==> src/rtl/spi_driver_if.sv <==
// rtl/spi_driver_if.sv - request/sample and ADC pin bundle for spi_driver
//
// Purpose: groups the CPU-side request/result signals and the external ADC
// pins driven or sampled by spi_driver.
// Signals:
//   getV    conversion request (CPU -> driver)
//   vReady  v holds a completed sample (driver -> CPU)
//   v[9:0]  last converted sample (driver -> CPU)
//   CS      ADC chip select, active low (driver -> ADC)
//   MOSI    command bits (driver -> ADC)
//   MISO    data bits (ADC -> driver)
// Modports: master = the driver side, slave = CPU logic plus ADC pins.

interface spi_driver_if;
  logic       getV;
  logic       vReady;
  logic [9:0] v;
  logic       CS;
  logic       MOSI;
  logic       MISO;

  modport master (
    input  getV,
    input  MISO,
    output vReady,
    output v,
    output CS,
    output MOSI
  );

  modport slave (
    output getV,
    output MISO,
    input  vReady,
    input  v,
    input  CS,
    input  MOSI
  );
endinterface

==> src/rtl/spi_driver.sv <==
// rtl/spi_driver.sv - SPI master front end for a 10-bit MCP3008-style ADC
//
// Purpose: on getV, runs one ADC frame: CS low, start bit + SGL/DIFF +
// 3 channel bits on MOSI, one discarded null bit, then 10 data bits read
// MSB-first from MISO into v, with vReady raised as a level.
// Parameters:
//   CHANNEL       ADC input channel sent as D2..D0
//   SINGLE_ENDED  SGL/DIFF command bit (1 = single-ended)
// Ports:
//   SCLK  sole clock, rising edge; also forwarded to the ADC as serial clock
//   RST   asynchronous active-high reset
//   bus   spi_driver_if.master (getV, vReady, v, CS, MOSI, MISO)

module spi_driver #(
  parameter logic [2:0] CHANNEL      = 3'd0,
  parameter logic       SINGLE_ENDED = 1'b1
) (
  input  logic            SCLK,
  input  logic            RST,
  spi_driver_if.master    bus
);

  typedef enum logic [2:0] {
    IDLE = 3'd0,
    CMD  = 3'd1,
    NULL = 3'd2,
    READ = 3'd3,
    DONE = 3'd4
  } state_t;

  // Command bits following the start bit, sent first to last by cnt 0..3.
  localparam logic [3:0] CMD_BITS = {SINGLE_ENDED, CHANNEL};

  state_t     state, state_n;
  logic [3:0] cnt, cnt_n;
  logic [9:0] shift, shift_n;
  logic       cs_q, cs_n;
  logic       mosi_q, mosi_n;
  logic       vready_q, vready_n;
  logic [9:0] v_q, v_n;

  // State and registered outputs; every pin is driven straight from a flop.
  always_ff @(posedge SCLK or posedge RST) begin
    if (RST) begin
      state    <= IDLE;
      cnt      <= 4'd0;
      shift    <= 10'd0;
      cs_q     <= 1'b1;
      mosi_q   <= 1'b0;
      vready_q <= 1'b0;
      v_q      <= 10'd0;
    end else begin
      state    <= state_n;
      cnt      <= cnt_n;
      shift    <= shift_n;
      cs_q     <= cs_n;
      mosi_q   <= mosi_n;
      vready_q <= vready_n;
      v_q      <= v_n;
    end
  end

  // Next state and bit counter. cnt counts edges within CMD, NULL and READ.
  always_comb begin
    state_n = state;
    cnt_n   = cnt;
    unique case (state)
      IDLE: begin
        cnt_n = 4'd0;
        if (bus.getV) state_n = CMD;
      end
      CMD: begin
        if (cnt == 4'd3) begin
          state_n = NULL;
          cnt_n   = 4'd0;
        end else begin
          cnt_n = cnt + 4'd1;
        end
      end
      NULL: begin
        if (cnt == 4'd1) begin
          state_n = READ;
          cnt_n   = 4'd0;
        end else begin
          cnt_n = cnt + 4'd1;
        end
      end
      READ: begin
        if (cnt == 4'd9) begin
          state_n = DONE;
          cnt_n   = 4'd0;
        end else begin
          cnt_n = cnt + 4'd1;
        end
      end
      DONE: begin
        state_n = IDLE;
        cnt_n   = 4'd0;
      end
      default: begin
        state_n = IDLE;
        cnt_n   = 4'd0;
      end
    endcase
  end

  // Next values of the registered outputs and the shift register.
  always_comb begin
    cs_n     = cs_q;
    mosi_n   = mosi_q;
    vready_n = vready_q;
    v_n      = v_q;
    shift_n  = shift;
    unique case (state)
      IDLE: begin
        cs_n   = 1'b1;
        mosi_n = 1'b0;
        if (bus.getV) begin
          cs_n     = 1'b0;
          mosi_n   = 1'b1;   // start bit
          vready_n = 1'b0;
          shift_n  = 10'd0;
        end
      end
      CMD: begin
        mosi_n = CMD_BITS[2'd3 - cnt[1:0]];
      end
      NULL: begin
        // First edge drives MOSI low; second edge passes the null bit by.
        mosi_n = 1'b0;
      end
      READ: begin
        mosi_n  = 1'b0;
        shift_n = (shift << 1) | {9'd0, bus.MISO};
        if (cnt == 4'd9) begin
          v_n      = shift_n;
          vready_n = 1'b1;
          cs_n     = 1'b1;
        end
      end
      DONE: begin
        // Second CS-high edge before IDLE may start another frame.
        cs_n   = 1'b1;
        mosi_n = 1'b0;
      end
      default: begin
        cs_n   = 1'b1;
        mosi_n = 1'b0;
      end
    endcase
  end

  assign bus.CS     = cs_q;
  assign bus.MOSI   = mosi_q;
  assign bus.vReady = vready_q;
  assign bus.v      = v_q;

endmodule

==> src/flat_wrapper.sv <==
// flat-port wrapper written by rule: the top's interface ports become plain ports
module spi_driver_flat 
#(
  parameter logic [2:0] CHANNEL      = 3'd0,
  parameter logic       SINGLE_ENDED = 1'b1
)
  (SCLK, RST, bus_getV, bus_MISO, bus_vReady, bus_v, bus_CS, bus_MOSI);
  spi_driver_if bus_i ();
  input  logic SCLK;
  input  logic RST;
  input wire logic [$bits(bus_i.getV)-1:0] bus_getV;
  input wire logic [$bits(bus_i.MISO)-1:0] bus_MISO;
  output wire logic [$bits(bus_i.vReady)-1:0] bus_vReady;
  output wire logic [$bits(bus_i.v)-1:0] bus_v;
  output wire logic [$bits(bus_i.CS)-1:0] bus_CS;
  output wire logic [$bits(bus_i.MOSI)-1:0] bus_MOSI;
  assign bus_i.getV = bus_getV;
  assign bus_i.MISO = bus_MISO;
  assign bus_vReady = bus_i.vReady;
  assign bus_v = bus_i.v;
  assign bus_CS = bus_i.CS;
  assign bus_MOSI = bus_i.MOSI;
  spi_driver #(.CHANNEL(CHANNEL), .SINGLE_ENDED(SINGLE_ENDED)) u_core (.SCLK(SCLK), .RST(RST), .bus(bus_i));
endmodule
==> config.mk <==
export PLATFORM = sky130hd
export DESIGN_NAME = spi_driver_flat
export DESIGN_NICKNAME = d
export VERILOG_FILES = /design/src/rtl/spi_driver_if.sv /design/src/rtl/spi_driver.sv /design/src/flat_wrapper.sv
export SDC_FILE = /design/constraint.sdc
export NUM_CORES = 1
export LEC_CHECK = 0
export BUFFER_PORTS_ARGS = -buffer_cell sky130_fd_sc_hd__buf_2
export CORE_ASPECT_RATIO = 1.75
export CORE_MARGIN = 2
export CORE_UTILIZATION = 55
export DETAILED_ROUTE_END_ITERATION = 8
export PLACE_DENSITY_LB_ADDON = 0.12
export SLEW_MARGIN = 15
export SYNTH_ARGS = -nofsm -noshare
export SYNTH_HDL_FRONTEND = slang
export SYNTH_SLANG_ARGS = --single-unit
==> constraint.sdc <==
create_clock -name SCLK -period 2 [get_ports SCLK]
set_input_delay 0.1 -clock SCLK [delete_from_list [all_inputs] [get_ports SCLK]]
set_output_delay 0.1 -clock SCLK [all_outputs]
set_load 0.01 [all_outputs]
Word level (Yosys, flattened, before mapping):

Index checks and enable logic that the tools add are counted.

* register bits: 29
* logic and storage cells: 50
* output and inout bits: 13
* input bits: 4

* multiplexer cells: 20
* bitwise gates (word level): 2
* eq/ne operators: 10
* $lt $le $gt $ge: 1
* add/subtract/negate cells: 2
* reduce and logical (&&, ||, !) cells: 8

Operators by type and width (number)
* one-hot mux 9 bit (2 select lines): 1
* 2-to-1 mux 3 bit: 4
* 2-to-1 mux 4 bit: 3
* one-hot mux 3 bit (4 select lines): 1
* one-hot mux 4 bit (3 select lines): 1
* bitwise OR 10 x 1 -> 10 bit: 1
* 2-to-1 mux 9 bit: 1
* equality test 3 x 2 -> 1 bit, second input constant: 2
* != test 2 x 1 -> 1 bit, second input constant: 3
* AND reduction 2 bit: 3
* 2-to-1 mux 1 bit: 5
* adder 4 x 1 -> 4 bit, second input constant: 1
* equality test 4 x 1 -> 1 bit, second input constant: 1
* equality test 4 x 2 -> 1 bit, second input constant: 1
* equality test 4 bit, second input constant: 1
* one-hot mux 1 bit (2 select lines): 2
* AND reduction 4 bit: 1
* equality test 3 x 1 -> 1 bit, second input constant: 1
* logical NOT 3 bit: 1
* less-than comparator 2 x 3 -> 1 bit, second input constant: 1
* one-hot mux 1 bit (3 select lines): 1
* AND reduction 3 bit: 1
* binary-select mux 1 bit (select 2 bit): 1
* != test 2 bit, second input constant: 1
* other kinds (4): 4

Longest topological paths before layout:

Gate-level depths: netlist of run 1.

* depth after elaboration: 4
* gate-level depth with buffers: 6
* gate-level depth less buffers: 5

Least setup slack after synthesis of run 1:

No wires, ideal clock.

* kind: flip-flop to flip-flop
* start: register u_core.cnt[1]
* end: register u_core.v_q[1], in the netlist u_core.bus.v[1]
* stages on the path, launching flop included: 7
* setup time: 0.125 ns
* arrival: 1.410 ns
* buffers on the path: 1
* path slack: 0.464 ns
* cells stage by stage: dfrtp_1 -> inv_1 -> ha_1 -> nor2b_1 -> and3_4 -> buf_12 -> mux2_4

* cells in the longest elaborated chain, start to end: 2

Ends and longest elaborated chain
* start, declared: RTL line spi_driver.sv:35 `logic [3:0] cnt, cnt_n;`
* start signal, assigned: RTL line spi_driver.sv:54 `cnt <= cnt_n;`
* equality test 4 bit: RTL line spi_driver.sv:135 `if (cnt == 4'd9) begin`
* AND reduction 2 bit (no line)
* end signal, assigned: RTL line spi_driver.sv:59 `v_q <= v_n;`
* end, declared: RTL line spi_driver.sv:40 `logic [9:0] v_q, v_n;`

Every way passes these cells.
A chain may end at the register's enable or synchronous reset.

Worst setup path after layout of run 1:

* start: register u_core.cnt[1]
* end: register u_core.v_q[0], in the netlist u_core.bus.v[0]

The elaborated chain is that of the path after synthesis.

==> impl_metrics.json, run 1 <==
{
  "status": "completed",
  "switching_share_pct": 31.65,
  "portBuffers": 16,
  "ir_drop_uv": 822.8,
  "wire_per_inst_um": 16.18,
  "power_mw": 2.441,
  "setup_viol": 0,
  "powerDensity_mw_per_mm2": 1563,
  "clockRootBuffer": "clkbuf_8",
  "synthesis.nets": 106,
  "grt_max_degree": 15,
  "post_cts_resize_count": 0,
  "clock-skew-final_ns": 0.002300,
  "grt_pass1_vias": 851,
  "cp_max_fo": 11,
  "rsz0062_at_grt": "false",
  "internal-power_mw": 1.669,
  "finalInstanceArea_mm2": 0.001562,
  "seqPwrFrac_pct": 39.5,
  "power.switching_mw": 0.7727,
  "finalCritPeriodShare_pct": 83.75,
  "dp_hpwl_um": 1732,
  "ys_ff_latch": 29,
  "overflow": 0,
  "drtIter0Drc": 15,
  "grt_pass1_wl_um": 3995,
  "fillers": 173,
  "crit_arrival_ns": 1.84,
  "crit_type": "flip-flop to flip-flop",
  "rows": 23,
  "power_leakage_nw": 0.7830,
  "avgSynthCellArea_um2": 13.37,
  "wl_um": 2427,
  "drive_gt1_share_pct": 41.60,
  "clock_latency_ns": 0.28,
  "numCtsBuffers": 5,
  "gp_congestion": 0.7717,
  "core_area_mm2": 0.002273,
  "io_pins": 17,
  "drc": 0,
  "tightestPinTransition_ns": 0.5290,
  "cts_hold_buf": 1,
  "fin_util_pct": 68.68,
  "dieArea_mm2": 0.002831,
  "maxCapViolCount": 0,
  "cpPeakStageDelay_ns": 0.39,
  "cts.path.max_buffers": 2,
  "setup_tns_ns": 0,
  "die_w_um": 41.09,
  "start_util_pct": 58.23,
  "yosysWarnings": 0,
  "dpl-instance-area_mm2": 0.001435,
  "clkPwrFrac_pct": 25.3,
  "max_freq_mhz": 597.0,
  "cts_tree": "built",
  "worst_setup_path_start_kind": "flip-flop",
  "vias": 857,
  "slew_headroom_pct": 64.69,
  "drv_slew": 0,
  "area_growth_pct": 17.96,
  "ant_nets": 0,
  "vias_per_cell": 5.713,
  "final_nets": 131,
  "hold_violations": 0,
  "worstPathRequired_ns": 2.17,
  "end_kind": "flip-flop",
  "cts_setup_buffers": 0,
  "clkSinkCount": 29,
  "syn_inst": 99,
  "drtPass1Iterations": 4,
  "cts_max_level": 2,
  "n_antenna_cell": 0,
  "ys_seq_area_share_pct": 54.91,
  "period_needed_ns": 1.675,
  "cp_slowest_cell": "dfrtp_1",
  "die_y_um": 68.90,
  "cp_cell_sequence": "inv_1, ha_1, nor2b_1, and3_4, mux2_2",
  "netlist_area_mm2": 0.001324,
  "hp-class": "input port to flip-flop",
  "clk_pin_slew_ns": 0.06,
  "synth_cell_types": 37,
  "pwr-share-comb_pct": 35.2,
  "grt_util_all_layers_pct": 21.82,
  "antenna_found_initial": 0
}
[layout by cell type (no fill, tap or decap), types with 3 or more instances in the layout]
cell type / synthesis / routed
dfrtp_1: 28 / 28
buf_4: 0 / 6
mux2_4: 9 / 9
buf_2: 2 / 16
ha_1: 3 / 3
clkbuf_8: 0 / 6
a22o_2: 7 / 7
a21oi_1: 7 / 7
inv_1: 6 / 6
o21ai_0: 3 / 3
[routing by layer]
metal / up-vias / GRT usage, % / wire length [um] / share of wire, %
li1: 406 / - / - / -
met1: 424 / 23.24 / 968 / 40
met2: 17 / 35.55 / 1309 / 54
met3: 10 / 7.051 / 84 / 3.5
met4: 0 / 12.50 / 65 / 2.7
met5: - / 0 / 0 / 0
[cell families after synthesis]
kind of cell / count (synthesis) / synth area share, %
buf+inv: 11 / 5.104
xor+xnor: 3 / 1.985
compound gates: 26 / 14.18
mux: 12 / 12.67
fa+ha+maj: 3 / 2.836
flops: 29 / 54.92
simple gates: 15 / 8.319
[synthesized netlist by cell type]
cell / count / share of area, %
dfrtp_1: 28 / 53
mux2_4: 9 / 10
a21oi_1: 7 / 2.6
a22o_2: 7 / 5.3
inv_1: 6 / 1.7
ha_1: 3 / 2.8
o21ai_0: 3 / 1.1
a22o_1: 2 / 1.3
and3b_1: 2 / 1.3
buf_2: 2 / 0.76
mux2_2: 2 / 1.7
or3b_2: 2 / 1.3
xor2_1: 2 / 1.3
a211oi_1: 1 / 0.57
a21boi_0: 1 / 0.57
a31oi_1: 1 / 0.47
a41oi_1: 1 / 0.66
and2_1: 1 / 0.47
and3_4: 1 / 0.85
buf_12: 1 / 1.5
buf_6: 1 / 0.85
clkbuf_1: 1 / 0.28
dfstp_2: 1 / 2.0
mux2i_1: 1 / 0.76
nand2b_1: 1 / 0.47
nand3_1: 1 / 0.38
nand4_1: 1 / 0.47
nand4bb_1: 1 / 0.85
nor2_1: 1 / 0.28
nor2b_1: 1 / 0.47
nor3_1: 1 / 0.38
nor3b_1: 1 / 0.57
o211ai_1: 1 / 0.57
o21a_1: 1 / 0.57
o21ai_1: 1 / 0.38
or2_2: 1 / 0.47
xnor2_1: 1 / 0.66
[power by group through the flow]
stage | combinational, mW | sequential (mW) | clock, mW
after floorplan | 0.603 | 0.974 | 0
after global placement | 0.846 | 0.962 | 0
after detailed placement | 0.865 | 0.971 | 0
after CTS | 0.874 | 0.964 | 0.626
after global routing | 0.971 | 0.991 | 0.664
final | 0.858 | 0.965 | 0.618
[path summary, 6_finish.rpt]
kind | start | endpoint | slack [ns] | cells after the start
worst max-delay path | u_core.cnt[1]$_DFF_PP0_ | u_core.bus.v[0]$_DFFE_PP0P_ | 0.33 | 5
worst min-delay path | bus_MISO | u_core.shift[0]$_DFFE_PP0P_ | 0.06 | 2
worst max register to register | u_core.cnt[1]$_DFF_PP0_ | u_core.bus.v[0]$_DFFE_PP0P_ | 0.33 | 5
worst min register to register | u_core.bus.v[1]$_DFFE_PP0P_ | u_core.bus.v[1]$_DFFE_PP0P_ | 0.51 | 1
max in group asynchronous | RST | u_core.bus.v[0]$_DFFE_PP0P_ | 1.08 | 4
min in group asynchronous | RST | u_core.state[2]$_DFFE_PP0P_ | 0.40 | 3
[registers in the layout (all words and copies together), names as in the netlist]
signal             cells
u_core.state           3
u_core.bus.CS          1
u_core.bus.vReady      1
u_core.bus.MOSI        1
u_core.cnt             4
u_core.bus.v          10
u_core.shift           9
[per-stage QoR]
stage / cells / hold WS [ns] / worst slack [ns]
floorplan: 99 / 0.1774 / 0.4644
global placement: 141 / 0.1568 / 0.3844
detailed placement: 141 / 0.1614 / 0.3225
CTS: 150 / 0.06059 / 0.3194
global route: 150 / 0.07050 / 0.2342
finish: 150 / 0.06356 / 0.3251
[area by class of cell]
type	count	area, um^2	share of cell area, %
flip-flops and latches	29	726.9	46.55
multi-input cells	59	529.3	33.89
repair buffers	23	135.1	8.654
clock buffers	7	86.33	5.529
clock inverters	1	30.03	1.923
well taps	25	31.28	2.003
inverters	6	22.52	1.442
[critical path: cells and delay by family, from the launching register on]
family        cells  cell delay (ns)
fa+ha+maj         1             0.16
buf+inv           1             0.08
flops             1             0.39
mux               1             0.36
simple gates      2             0.56
(Power assumes the default switching activity.)
==> inputs of run 2 (changes only) <==
--- a/config.mk
+++ b/config.mk
@@ -8,7 +8,7 @@
 export BUFFER_PORTS_ARGS = -buffer_cell sky130_fd_sc_hd__buf_2
 export CORE_ASPECT_RATIO = 1.75
 export CORE_MARGIN = 2
-export CORE_UTILIZATION = 55
+export CORE_UTILIZATION = 50
 export DETAILED_ROUTE_END_ITERATION = 8
 export PLACE_DENSITY_LB_ADDON = 0.12
 export SLEW_MARGIN = 15
==> constraint.sdc (replaced) <==
create_clock -name SCLK -period 1.5 [get_ports SCLK]
set_input_delay 0.075 -clock SCLK [delete_from_list [all_inputs] [get_ports SCLK]]
set_output_delay 0.075 -clock SCLK [all_outputs]
set_load 0.01 [all_outputs]
==> impl_metrics.json, run 2 (synthesis results as in run 1) <==
{
  "end_kind": "flip-flop",
  "area_growth_pct": 24.29,
  "fin_ws_ns": 0.03813,
  "portBuffers": 16,
  "slew_headroom_pct": 73.32,
  "period_needed_ns": 1.462,
  "r2r_end": "u_core.bus.v[7]$_DFFE_PP0P_",
  "clock-skew-final_ns": 0.008553,
  "n_antenna_cell": 0,
  "ant_nets": 0,
  "rrSetupSlack_ns": 0.04,
  "overflow": 0,
  "finalInstanceArea_mm2": 0.001645,
  "cp_cell_sequence": "inv_2, ha_4, nor2b_4, and3_4, mux2_4",
  "clkSinkCount": 29,
  "drc": 0,
  "pwr-share-comb_pct": 42.1,
  "wire_per_inst_um": 16.58,
  "die_w_um": 42.90,
  "maxCapViolCount": 0,
  "core_area_mm2": 0.002492,
  "cpPeakStageDelay_ns": 0.38,
  "gp_congestion": 0.7516,
  "vias": 891,
  "grt_util_all_layers_pct": 19.42,
  "grt_max_degree": 30,
  "dieArea_mm2": 0.003091,
  "cts_max_level": 2,
  "grt_pass1_wl_um": 4429,
  "hp-class": "input port to flip-flop",
  "ir_drop_uv": 970.2,
  "antenna_found_initial": 0,
  "timing.hold.ws_ns": 0.04943,
  "vias_per_cell": 5.569,
  "die_y_um": 72.07,
  "cp_slowest_cell": "dfrtp_1",
  "drive_gt1_share_pct": 51.49,
  "top_layer_used": "met4",
  "power.switching_mw": 1.139,
  "crit_arrival_ns": 1.62,
  "finalCritPeriodShare_pct": 97.46,
  "worstPathRequired_ns": 1.66,
  "cts_tree": "built",
  "switching_share_pct": 34.29,
  "clock_latency_ns": 0.28,
  "fin_util_pct": 66.01,
  "io_pins": 17,
  "cts.path.max_buffers": 2,
  "wl_um": 2652,
  "wl_met2_um": 1534,
  "worstReg2RegStart": "u_core.cnt[1]$_DFF_PP0_",
  "drv_slew": 0,
  "cp_max_fo": 6,
  "power_leakage_nw": 0.8196,
  "clkPwrFrac_pct": 18.4,
  "powerDensity_mw_per_mm2": 2018,
  "largest_register_ffs": 10,
  "critical_path.endpoint": "u_core.bus.v[7]$_DFFE_PP0P_",
  "setup_viol": 0,
  "start_util_pct": 53.11,
  "worst_setup_path_start_kind": "flip-flop",
  "final_common_cell": "dfrtp_1",
  "wl_met3_um": 74,
  "mostFrequentLayoutCells": "dfrtp_1, buf_2, buf_4, mux2_4, a22o_2",
  "internal-power_mw": 2.182,
  "seqPwrFrac_pct": 39.5,
  "clk_pin_slew_ns": 0.06,
  "max_freq_mhz": 684.1,
  "dp_hpwl_um": 1785,
  "drtPass1Iterations": 4,
  "crit_start": "u_core.cnt[1]$_DFF_PP0_",
  "grt_pass1_vias": 978,
  "final_nets": 140,
  "drtIter0Drc": 21,
  "crit_type": "flip-flop to flip-flop",
  "dpl-instance-area_mm2": 0.001476,
  "reg2regPathDepth": 5,
  "power_mw": 3.321,
  "drt-met1-wl_um": 1031,
  "rsz0062_at_grt": "true",
  "numCtsBuffers": 5,
  "post-place-ws_ns": -0.05813,
  "rows": 24,
  "clockRootBuffer": "clkbuf_8",
  "tightestPinTransition_ns": 0.4002,
  "status": "completed",
  "hold_violations": 0
}
run 2: worst max-delay path: cells and delay by family, from the launching register on:
family | cells | cell delay [ns]
adders and majority gates | 1 | 0.13
buffers and inverters | 1 | 0.08
DFF | 1 | 0.38
muxes | 1 | 0.32
and+or+nand+nor | 2 | 0.43
run 2: metal layers:
| layer | GRT usage (%) | up-vias |
|---|---|---|
| li1 | - | 425 |
| met1 | 20.43 | 447 |
| met2 | 35.19 | 17 |
| met3 | 5.970 | 2 |
| met4 | 7.292 | 0 |
| met5 | 0 | - |
run 2: repair_timing:
action                     in CTS  in global routing
setup endpoints to repair      10                 23
hold buffers                    1                  0
cloned                          1                  0
hold endpoints to repair       28                  0
gates resized for setup         3                 10
buffers inserted                1                  2
pin swaps                       1                  7
run 2: cell type report:
cell class              count  area, um^2
flip-flops and latches     29       728.2
multi-input cells          60       584.3
repair buffers             31       195.2
fillers                   200       847.1
clock buffers               6       72.57
well taps                  26       32.53
inverters                   6       22.52
clock inverters             2       10.01
run 2: worst min-delay path by stage:
stage	start	end	cells past startpoint
2_1_floorplan	RST	u_core.bus.MOSI$_DFF_PP0_	1
3_3_place_gp	RST	u_core.bus.MOSI$_DFF_PP0_	3
3_5_place_dp	RST	u_core.bus.v[5]$_DFFE_PP0P_	3
4_1_cts	bus_MISO	u_core.shift[0]$_DFFE_PP0P_	2
5_1_grt	bus_MISO	u_core.shift[0]$_DFFE_PP0P_	2
6_report	bus_MISO	u_core.shift[0]$_DFFE_PP0P_	2
run 2: power by group through the flow:
stage	clock network [mW]	logic [mW]	registers (mW)
after floorplan	0	0.807	1.30
after global placement	0	1.23	1.29
after detailed placement	0	1.26	1.30
after CTS	0.628	1.31	1.30
after global routing	0.656	1.53	1.34
final	0.610	1.40	1.31
run 2: metrics by stage:
stage	setup TNS, ns	cells
2_1_floorplan	0	99
3_3_place_gp	-0.01903	147
3_5_place_dp	-0.2108	147
4_1_cts	0	158
5_1_grt	-0.04578	160
6_report	0	160
